==> src/rtl/mem_arb_pkg.sv <==
// mem_arb_pkg: shared types and constants for the memory port arbiter
package mem_arb_pkg;

    localparam int ADDR_W_MAX = 64;
    localparam int DATA_W_MAX = 64;
    localparam int BE_W       = DATA_W_MAX / 8;

    typedef enum logic [1:0] {
        IDLE,
        ISSUE,
        RESP
    } arb_state_e;

    typedef struct packed {
        logic [ADDR_W_MAX-1:0] addr;
        logic                  we;
        logic [BE_W-1:0]       be;
        logic [DATA_W_MAX-1:0] wdata;
    } mem_req_t;

endpackage

==> src/rtl/mem_port_arbiter_rr_pick.sv <==
// rr_pick: one-hot round-robin selector searching upward from ptr_i with wrap
module rr_pick #(
    parameter int N  = 2,
    parameter int IW = $clog2(N)
) (
    input  logic [N-1:0]  req_i,
    input  logic [IW-1:0] ptr_i,
    output logic [N-1:0]  gnt_o,
    output logic [IW-1:0] idx_o
);

    logic [IW-1:0] pos [N];

    // scan from the farthest offset down so the nearest requester from ptr_i wins
    always_comb begin
        idx_o = '0;
        for (int i = N - 1; i >= 0; i--) begin
            pos[i] = IW'((int'(ptr_i) + i) % N);
            if (req_i[pos[i]]) idx_o = pos[i];
        end
        gnt_o = (|req_i) ? (N'(1) << idx_o) : '0;
    end

endmodule

==> src/rtl/mem_port_arbiter.sv <==
// mem_port_arbiter: round-robin sharing of one mmu port, one transaction in flight
module mem_port_arbiter
    import mem_arb_pkg::*;
#(
    parameter int NUM_REQ = 2,
    parameter int ADDR_W  = 32,
    parameter int DATA_W  = 32,
    parameter int TIMEOUT = 64
) (
    input  logic                          clk,
    input  logic                          rst,
    input  logic [NUM_REQ-1:0]            req_i,
    input  logic [NUM_REQ*ADDR_W-1:0]     addr_i,
    input  logic [NUM_REQ-1:0]            we_i,
    input  logic [NUM_REQ*(DATA_W/8)-1:0] be_i,
    input  logic [NUM_REQ*DATA_W-1:0]     wdata_i,
    output logic [NUM_REQ-1:0]            gnt_o,
    output logic [NUM_REQ-1:0]            rvalid_o,
    output logic                          err_o,
    output logic [DATA_W-1:0]             rdata_o,
    output logic                          mem_req_o,
    output logic [ADDR_W-1:0]             mem_addr_o,
    output logic                          mem_we_o,
    output logic [DATA_W/8-1:0]           mem_be_o,
    output logic [DATA_W-1:0]             mem_wdata_o,
    input  logic                          mem_rvalid_i,
    input  logic                          mem_err_i,
    input  logic [DATA_W-1:0]             mem_rdata_i
);

    localparam int BYTE_W = DATA_W / 8;
    localparam int IW     = $clog2(NUM_REQ);
    localparam int CW     = $clog2(TIMEOUT);

    arb_state_e        state_q, state_d;
    logic [IW-1:0]     ptr_q, ptr_d;
    logic [IW-1:0]     idx_q, idx_d;
    logic [CW-1:0]     cnt_q, cnt_d;
    mem_req_t          req_q, req_d;
    logic [DATA_W-1:0] rdata_q, rdata_d;
    logic              err_q, err_d;
    logic [NUM_REQ-1:0] pick_gnt;
    logic [IW-1:0]     pick_idx;

    rr_pick #(.N(NUM_REQ), .IW(IW)) u_pick (
        .req_i (req_i),
        .ptr_i (ptr_q),
        .gnt_o (pick_gnt),
        .idx_o (pick_idx)
    );

    // state register; reset drops any in-flight transaction
    always_ff @(posedge clk or negedge rst) begin
        if (!rst) begin
            state_q <= IDLE;
            ptr_q   <= '0;
            idx_q   <= '0;
            cnt_q   <= '0;
            req_q   <= '0;
            rdata_q <= '0;
            err_q   <= 1'b0;
        end else begin
            state_q <= state_d;
            ptr_q   <= ptr_d;
            idx_q   <= idx_d;
            cnt_q   <= cnt_d;
            req_q   <= req_d;
            rdata_q <= rdata_d;
            err_q   <= err_d;
        end
    end

    // next state: grant and latch in IDLE, wait for completion or timeout in ISSUE
    always_comb begin
        state_d = state_q;
        ptr_d   = ptr_q;
        idx_d   = idx_q;
        cnt_d   = cnt_q;
        req_d   = req_q;
        rdata_d = rdata_q;
        err_d   = err_q;
        case (state_q)
            IDLE: if (|req_i) begin
                state_d     = ISSUE;
                idx_d       = pick_idx;
                ptr_d       = (pick_idx == IW'(NUM_REQ - 1)) ? '0 : pick_idx + 1'b1;
                cnt_d       = '0;
                req_d.addr  = ADDR_W_MAX'(addr_i[pick_idx*ADDR_W +: ADDR_W]);
                req_d.we    = we_i[pick_idx];
                req_d.be    = BE_W'(be_i[pick_idx*BYTE_W +: BYTE_W]);
                req_d.wdata = DATA_W_MAX'(wdata_i[pick_idx*DATA_W +: DATA_W]);
            end
            ISSUE: begin
                cnt_d = cnt_q + 1'b1;
                if (mem_rvalid_i || mem_err_i) begin
                    state_d = RESP;
                    rdata_d = mem_rdata_i;
                    err_d   = mem_err_i;
                end else if (cnt_q == CW'(TIMEOUT - 1)) begin
                    state_d = RESP;
                    rdata_d = '0;
                    err_d   = 1'b1;
                end
            end
            RESP: begin
                state_d = IDLE;
                cnt_d   = '0;
            end
            default: state_d = IDLE;
        endcase
    end

    // outputs are gated by state so nothing stale leaks outside ISSUE/RESP
    always_comb begin
        gnt_o       = (state_q == IDLE && rst) ? pick_gnt : '0;
        rvalid_o    = (state_q == RESP) ? (NUM_REQ'(1) << idx_q) : '0;
        err_o       = (state_q == RESP) ? err_q : 1'b0;
        rdata_o     = (state_q == RESP) ? rdata_q : '0;
        mem_req_o   = (state_q == ISSUE);
        mem_addr_o  = (state_q == ISSUE) ? req_q.addr[ADDR_W-1:0] : '0;
        mem_we_o    = (state_q == ISSUE) ? req_q.we : 1'b0;
        mem_be_o    = (state_q == ISSUE) ? req_q.be[BYTE_W-1:0] : '0;
        mem_wdata_o = (state_q == ISSUE) ? req_q.wdata[DATA_W-1:0] : '0;
    end

endmodule

==> config.mk <==
export PLATFORM = sky130hd
export DESIGN_NAME = mem_port_arbiter
export DESIGN_NICKNAME = d
export VERILOG_FILES = /design/src/rtl/mem_arb_pkg.sv /design/src/rtl/mem_port_arbiter_rr_pick.sv /design/src/rtl/mem_port_arbiter.sv
export SDC_FILE = /design/constraint.sdc
export NUM_CORES = 1
export LEC_CHECK = 0
export BUFFER_PORTS_ARGS = -buffer_cell sky130_fd_sc_hd__buf_4
export CORE_MARGIN = 2
export CORE_UTILIZATION = 46
export DETAILED_ROUTE_END_ITERATION = 16
export GPL_ROUTABILITY_DRIVEN = 0
export PLACE_DENSITY = 0.8
export SETUP_SLACK_MARGIN = 0.05
export SKIP_CTS_REPAIR_TIMING = 1
export SKIP_LAST_GASP = 1
export SYNTH_ARGS = -nofsm -noshare
export SYNTH_HDL_FRONTEND = slang
export SYNTH_SLANG_ARGS = --single-unit
==> constraint.sdc <==
create_clock -name clk -period 2 [get_ports clk]
set_input_delay 0.3 -clock clk [delete_from_list [all_inputs] [get_ports clk]]
set_output_delay 0.3 -clock clk [all_outputs]
set_load 0.01 [all_outputs]
==> impl_metrics.json <==
{
  "outcome": "finished, final reports clean",
  "drt-total-wl_um": 18200,
  "worstMarginPinSlew_ps": 566,
  "power_frac_comb_pct": 48.7,
  "grt_pass1_wl_um": 27100,
  "cts.sinks": 112,
  "synth_edf_count": 0,
  "fin_crit_ps": 1870,
  "cellPowerDensity_nw_per_um2": 1370,
  "cp-end-kind": "output pin",
  "io_pins": 283,
  "dieArea_um2": 13400,
  "leakagePower_nw": 4.03,
  "report.final.hold_viol_count": 0,
  "portBuffers": 282,
  "die_h_um": 116,
  "yosysTopAreaCellShare_pct": 48.9,
  "clk_pin_slew_ps": 70,
  "clockPowerShare_pct": 16.8,
  "h-tree-depth": 3,
  "slew_headroom_pct": 61.9,
  "syn_to_final_growth_pct": 46.1,
  "hold_slack_ps": 7.13,
  "reg2reg_from": "state_q[1]",
  "rrSetupSlack_ps": 380,
  "switching_share_pct": 35.5,
  "insertedDiodeCount": 0,
  "timing.final.ws_setup_ps": 133,
  "hpwl_um": 12700,
  "grt_pass1_vias": 5331,
  "core_area_um2": 12100,
  "via_per_inst": 5.66,
  "timing.fmax_mhz": 536,
  "netlist_top_cells_area": "dfrtp_1, a221o_1, and2_1",
  "ys_top_cells_by_count": "dfrtp_1, and2_1, a221o_1",
  "synth_most_common_cell": "dfrtp_1",
  "final_util_pct": 69.4,
  "async_flop_share_pct": 100,
  "yosysSeqAreaShare_pct": 48.9,
  "drive_gt1_share_pct": 42.1,
  "fin_nets": 960,
  "grt_setup_unrepaired": "false",
  "syn_area_per_cell_um2": 10.9,
  "cts_tree": "built",
  "clockBufferDepth": 2,
  "num_vias": 5407,
  "r2r-end": "rdata_q[1]",
  "syn_nets": 701,
  "wl_per_cell_um": 19.0,
  "peakVddDrop_mv": 0.720,
  "switchingPower_mw": 4.07,
  "drt.antenna.violating_nets": 0,
  "root_buffer": "clkbuf_16",
  "synth.distinct_cells": 36,
  "critPathRequiredTime_ps": 1700,
  "finalPower_mw": 11.5,
  "finalCritPeriodShare_pct": 93.4,
  "synth_cells": 524,
  "antenna_found_initial": 0,
  "synth_warnings": 0,
  "critPathKind": "reg2out",
  "synthFlopType": "dfrtp_1",
  "synth-seq-cells": 112,
  "reg2reg_depth": 5,
  "hp-class": "in2async",
  "yosysTopAreaCell": "dfrtp_1",
  "die_w_um": 116,
  "internal_power_mw": 7.41,
  "setup_viol": 0,
  "skew_ps": 7.95,
  "start_kind": "register",
  "gr-total-overflow": 0,
  "dr.first_iter.drc_count": 343,
  "syn_area_um2": 5730,
  "worstPathArrival_ps": 1570,
  "dpl_worst_slack_ps": 351,
  "drc_errors": 0,
  "cp-startpoint": "state_q[0]",
  "clkLatencyLatePin_ps": 340,
  "track_usage_pct": 25.8,
  "grt_max_degree": 86,
  "dr.pass1.iters": 5,
  "initial_core_util_pct": 47.5,
  "path_max_fanout": 35,
  "drv_cap": 0,
  "p_seq_share_pct": 34.6,
  "cts_made_buffers": 9,
  "rows": 40,
  "slew_viol_final": 0
}
[state kept, by name, summed over array words and instances, names as in the netlist]
| signal | flops |
|---|---|
| ptr_q | 1 |
| req_q | 69 |
| err_q | 1 |
| cnt_q | 6 |
| idx_q | 1 |
| rdata_q | 32 |
| state_q | 2 |
[cells by family after synthesis]
logic type	synth area share (%)
adder cells (fa/ha/maj)	0.218
AND/OR/NAND/NOR	14.4
AO/OA/AOI/OAI	30.7
XOR/XNOR	0.153
flip-flops	48.9
buffers and inverters	5.37
multiplexers	0.197
[critical path, stage by stage, from the launching register on]
cell	delay (ps)
dfrtp_2	490
nor2b_1	160
buf_6	230
and2_1	200
buf_4	130
[per-stage QoR]
step	area [um^2]	cells	setup TNS [ps]
floorplan	5730	524	0
global placement	7950	938	0
detailed placement	7950	938	0
CTS	8270	953	-1520
global route	8370	955	0
finish	8370	955	0
[layout make-up]
cell class,count,area [um^2]
repair buffers,304,2380
fillers,962,3690
clock buffers,12,256
multi-input cells,355,2640
flip-flops and latches,112,2810
clock inverters,3,65.1
inverters,1,6.26
well taps,168,210
[power groups by stage]
stage	logic (mW)	registers, mW	clock network [mW]
6_report	5.59	3.97	1.93
5_1_grt	6.09	4.08	2.06
4_1_cts	5.36	3.93	1.96
3_5_place_dp	5.38	3.92	0
3_3_place_gp	5.18	3.92	0
2_1_floorplan	3.50	3.67	0
[worst max path at each step]
stage                           end  slack (ps)  depth (start not counted)
floorplan            mem_addr_o[17]         340                          6
global placement     mem_addr_o[22]         360                          5
detailed placement       rdata_q[3]         350                          5
CTS                 mem_wdata_o[16]         -50                          5
global route                  err_o          60                          4
finish                        err_o         130                          4
[layer usage]
metal  GRT usage [%]  routed length [um]  up-vias
met5               0                   0        -
met4            8.59                 353        0
met3            5.75                1400       27
met2            43.4                9040      245
met1            33.3                7380     2666
li1                -                   -     2469
[layout by cell type (no fill, tap or decap), types with 2 or more instances in the layout]
master     synthesis  layout
dfrtp_2            0       2
a21o_1             4       4
a21boi_0          59      59
a22o_1             2       2
a221o_1           69      69
a21oi_1            5       5
nand3_1            3       3
bufinv_16          0       2
o2bb2ai_1         32      32
buf_4              5     296
clkbuf_8           0       2
and3_4             1       2
nand4b_1           2       2
and2_1           105     105
o21ai_0           33      33
nand2_1            5       5
clkbuf_16          0      11
nor2_1             5       3
nor2_2             0       2
or2_2              1       2
buf_12             0       5
dfrtp_1          112     110
a21boi_1          10      10
nor2b_1            3       3
Power figures use the tool's default switching activity.
